===== config.mk =====
export PLATFORM = sky130hd
export DESIGN_NAME = display_scan_ctrl
export DESIGN_NICKNAME = d
export VERILOG_FILES = /design/src/rtl/display_scan_ctrl.sv
export SDC_FILE = /design/constraint.sdc
export NUM_CORES = 1
export LEC_CHECK = 0
export ABC_CLOCK_PERIOD_IN_PS = 3400
export CORE_MARGIN = 2
export CORE_UTILIZATION = 55
export CTS_CLUSTER_DIAMETER = 60
export CTS_CLUSTER_SIZE = 8
export DETAILED_ROUTE_END_ITERATION = 12
export GPL_TIMING_DRIVEN = 0
export PLACE_DENSITY = 0.78
export SYNTH_ARGS = -nofsm -noshare
export SYNTH_HDL_FRONTEND = slang
export SYNTH_SLANG_ARGS = --single-unit

===== constraint.sdc =====
create_clock -name clk -period 3.4 [get_ports clk]
set_input_delay 0.85 -clock clk [delete_from_list [all_inputs] [get_ports clk]]
set_output_delay 0.85 -clock clk [all_outputs]
set_load 0.01 [all_outputs]

===== src/rtl/display_scan_ctrl.sv =====
// Scan controller for an 8-digit multiplexed 7-segment display.
// Double-buffered digit store with frame-aligned shadow->active swaps and inter-digit blanking.
module display_scan_ctrl #(
  parameter int unsigned SCAN_DIV     = 27000,
  parameter int unsigned BLANK_CYCLES = 64
) (
  input  logic       clk,
  input  logic       rst_n,
  input  logic       wr_en,
  input  logic [2:0] wr_addr,
  input  logic [4:0] wr_data,
  input  logic       commit,
  output logic       commit_pending,
  output logic       frame_done,
  output logic [6:0] displayout,
  output logic [7:0] selector
);

  localparam int unsigned     CNT_W     = $clog2(SCAN_DIV);
  localparam logic [CNT_W-1:0] CNT_MAX   = CNT_W'(SCAN_DIV - 1);
  localparam logic [CNT_W-1:0] BLANK_END = CNT_W'(BLANK_CYCLES);

  typedef enum logic {
    ST_BLANK,
    ST_SHOW
  } state_e;

  state_e           state;
  logic             boundary;
  logic [CNT_W-1:0] cnt_q, cnt_d;
  logic [2:0]       idx_q, idx_d;
  logic [4:0]       shadow_q [8];
  logic [4:0]       shadow_d [8];
  logic [4:0]       active_q [8];
  logic [4:0]       active_d [8];
  logic             pend_q, pend_d;
  logic             fd_q, fd_d;
  logic [7:0]       sel_q, sel_d;
  logic [6:0]       seg_q, seg_d;

  function automatic logic [6:0] hex_to_seg(input logic [4:0] d);
    logic [6:0] s;
    if (d[4]) begin
      s = 7'h7F;
    end else begin
      case (d[3:0])
        4'h0: s = 7'h40;
        4'h1: s = 7'h79;
        4'h2: s = 7'h24;
        4'h3: s = 7'h30;
        4'h4: s = 7'h19;
        4'h5: s = 7'h12;
        4'h6: s = 7'h02;
        4'h7: s = 7'h78;
        4'h8: s = 7'h00;
        4'h9: s = 7'h10;
        4'hA: s = 7'h08;
        4'hB: s = 7'h03;
        4'hC: s = 7'h46;
        4'hD: s = 7'h21;
        4'hE: s = 7'h06;
        default: s = 7'h0E;
      endcase
    end
    return s;
  endfunction

  always_comb begin
    state    = (cnt_q < BLANK_END) ? ST_BLANK : ST_SHOW;
    boundary = (idx_q == 3'd7) && (cnt_q == CNT_MAX);

    cnt_d = (cnt_q == CNT_MAX) ? '0 : cnt_q + 1'b1;
    idx_d = (cnt_q == CNT_MAX) ? idx_q + 3'd1 : idx_q;

    shadow_d = shadow_q;
    if (wr_en) shadow_d[wr_addr] = wr_data;

    // Swap copies the pre-edge shadow, so a write on the swap edge waits for the next commit.
    active_d = active_q;
    pend_d   = pend_q;
    if (boundary && (pend_q || commit)) begin
      active_d = shadow_q;
      pend_d   = 1'b0;
    end else if (commit) begin
      pend_d = 1'b1;
    end

    fd_d  = boundary;
    sel_d = '1;
    seg_d = '1;
    if (state == ST_SHOW) begin
      sel_d = ~(8'b1 << idx_q);
      seg_d = hex_to_seg(active_q[idx_q]);
    end
  end

  always_ff @(posedge clk or negedge rst_n) begin
    if (!rst_n) begin
      cnt_q  <= '0;
      idx_q  <= '0;
      for (int unsigned i = 0; i < 8; i++) begin
        shadow_q[i] <= 5'h10;
        active_q[i] <= 5'h10;
      end
      pend_q <= 1'b0;
      fd_q   <= 1'b0;
      sel_q  <= '1;
      seg_q  <= '1;
    end else begin
      cnt_q    <= cnt_d;
      idx_q    <= idx_d;
      shadow_q <= shadow_d;
      active_q <= active_d;
      pend_q   <= pend_d;
      fd_q     <= fd_d;
      sel_q    <= sel_d;
      seg_q    <= seg_d;
    end
  end

  assign commit_pending = pend_q;
  assign frame_done     = fd_q;
  assign displayout     = seg_q;
  assign selector       = sel_q;

endmodule


==> metrics.txt <==
CTS Hold Bufs=0; Worst Hold Class=input port to asynchronous set/reset pin; Setup crit end=displayout[3]; dpl hpwl=between 6000 and 7000 um; CTS tree=done; Synth area leader=dfrtp_1; startpoint types=flip-flop; TritonCTS Sinks=115; EDFF count, synth=0; Synth warnings=0; I/O Buffers=28; pwr/cell area=550 nW/um2; relative slew slack=0.179; Via density=5.52; R2R Setup Slk=about 570 ps; final cell count without fillers=~550; Least-Margin Pin Slew=1230 ps; pre-CTS setup slack=~360 ps; crit path max fanout=10; PnR Total Power=about 3.4 mW; MaxCap Viol Count=0; Resize count post-CTS=0; DR WL/cell=17.8 um; Crit-path slowest cell=clkbuf_1; antenna-violating nets left=0; worst reg2reg path endpoint=displayout[3]; drt initial violations=109; CTS max path bufs=2; most common cell after layout, fill and taps aside=dfrtp_1; initial antenna violation count=0; Largest delay share family, worst path=multiplexers; CP endpoint kind=flip-flop; register bit total from synthesis=approximately 120; RSZ-0062 raised after global routing=false; Post-synth ARST share=1.00; Setup CP Type=flip-flop to flip-flop; first-pass GRT wire length=16400 um; count of pins over their slew limit=0; CP bufs+invs=1; Fin. Hold Viols=0; skew final=12.9 ps; Reg2Reg Depth=7; Die Y=between 100 and 150 um; Fillers=~650; IO Pins=29; vias in the first global route=approximately 3200; Yosys cell types=40; WL final=a little under 10000 um; Leak=roughly 2.9 nW; root buffer cell=clkbuf_8; ANT cells=0; fmax=0.354 GHz; period utilization=0.831; largest net degree at the start of global routing=~60; DR vias=3024; total global-route track usage=0.216; synthesized instance count=approximately 360; num rows=35; cts bufs inserted=17; Pre-Repair DR Iteration Count=4; crit path from=idx_q[1]; deepest level of the CTS H-tree=4; Mapped Area=around 5200 um2; final setup violation count=0; setup ws final=about 570 ps; Final nets=~430; post-synth top area share=0.403; initial core utilization=0.564; die footprint=10300 um2; main area contributors after synthesis=dfrtp_1 (40%), dfstp_2 (16%), mux2_4 (12%), mux2_2 (9.5%), mux4_2 (3.5%); DRC errors left=0; setup TNS=0 ps; Peak VDD IR=between 400 and 500 uV; GP Congestion=0.816; crit-path max cell delay=540 ps; critical path, cell by cell=clkbuf_1 > mux4_2 > mux2i_1 > ha_1 > nor3_1 > a211oi_1 > o21ai_0; Die X=a little over 100 um; outcome=completed; CP arrival=about 3300 ps; post-CTS setup buffer count=0; Syn Nets=approximately 380; register area share after synthesis=0.559; Clock Latency Late Sink=between 500 and 600 ps; clk slew on worst S/H paths=about 60 ps; Placed Cells=about 520; Layout Utilization=0.678; RR Startpoint=idx_q[1]; Syn Area/Cell=between 10 and 15 um2; Top FF cell, synth=dfrtp_1; commonest cells after routing, fill and taps aside=dfrtp_1 (84), mux2_2 (44), mux2_4 (40); min cycle time layout=between 2000 and 3000 ps; WP depth=7; fraction of layout cells with a size suffix above 1=0.394; Placeable Area=9240 um2; area delta synth->final=20.1%; GR Overflow Total=0; Req. time, crit path=roughly 3800 ps
## worst register-to-register path, delay by kind of cell, from the launching register on
family / cells / cell delay, ps
simple gates: 1 / 240
mux: 2 / 930
fa+ha+maj: 1 / 380
compound gates: 2 / 270
flops: 1 / 390
buf+inv: 1 / 540
## worst min-delay path by stage
stage                        start         to  cells past startpoint  slack [ps]
after floorplan           cnt_q[0]   cnt_q[0]                      1         450
after global placement    cnt_q[0]   cnt_q[0]                      1         470
after detailed placement  cnt_q[0]   cnt_q[0]                      1         480
after CTS                    rst_n  cnt_q[12]                      1         390
after global routing         rst_n  cnt_q[12]                      1         430
final                        rst_n  cnt_q[12]                      1         380
## cell families (layout without fill, tap and decap cells)
logic type	count (synthesis)	after routing	share of synthesized area
mux	97	97	0.254
xor+xnor	14	14	0.0235
fa+ha+maj	13	13	0.0312
compound gates	17	17	0.0218
flops	115	115	0.559
simple gates	82	82	0.0880
buf+inv	20	81	0.0218
## sequential cells by signal, indices dropped and copies added, names as in the netlist
register / cells
active_q: 40
cnt_q: 15
commit_pending: 1
displayout: 7
frame_done: 1
idx_q: 3
selector: 8
shadow_q: 40
## power breakdown
part           switching [mW]  internal [mW]  leakage [nW]  total [mW]
registers              0.0574           1.49          1.42        1.55
logic                  0.0712         0.0989          1.18       0.170
clock network           0.613           1.11         0.274        1.72
total                   0.741           2.70          2.87        3.44
## cells in the mapped netlist (2+ instances only)
library cell and number:
and3_1 4, dfrtp_1 84, xnor2_1 7, o211ai_1 2, nand2_1 15, inv_1 8, mux2_2 44, ha_1 13
clkbuf_1 5, a21oi_1 4, nor2_1 16, o21ai_0 3, nand3_1 13, dfstp_2 31, a211oi_1 2, nor3b_1 2
mux2i_1 5, o221ai_1 3, mux4_2 8, and2_1 3, buf_6 5, xor2_1 7, mux2_4 40, nor3_1 8
or3_1 2, nor2b_1 2, nand2b_1 2, nand4b_1 5, nand4_1 4
## cell type report
| type | count | area, um2 | area share |
|---|---|---|---|
| clock inverters | 13 | 161 | 0.0258 |
| repair buffers | 29 | 305 | 0.0487 |
| clock buffers | 19 | 422 | 0.0673 |
| multi-input cells | 223 | 2180 | 0.349 |
| well taps | 129 | 161 | 0.0258 |
| plain buffers | 12 | 83.8 | 0.0134 |
| inverters | 8 | 30.0 | 0.00479 |
| flip-flops and latches | 115 | 2920 | 0.466 |
## per-stage QoR
step / hold slack (ps) / area [um2]
after global placement: 472 / 5660
after CTS: 388 / 6260
final: 385 / 6260
after detailed placement: 482 / 5680
after floorplan: 455 / 5220
after global routing: 433 / 6260
## routing by layer
layer | vias to the layer above | GRT usage | wire length, um | share of wire
met5 | - | 0 | 0 | 0
met4 | 0 | 0.0842 | 167 | 0.017
met3 | 12 | 0.0607 | 288 | 0.030
met2 | 63 | 0.361 | 5020 | 0.52
met1 | 1560 | 0.268 | 4270 | 0.44
li1 | 1389 | - | - | -
Power figures use the tool's default switching activity.
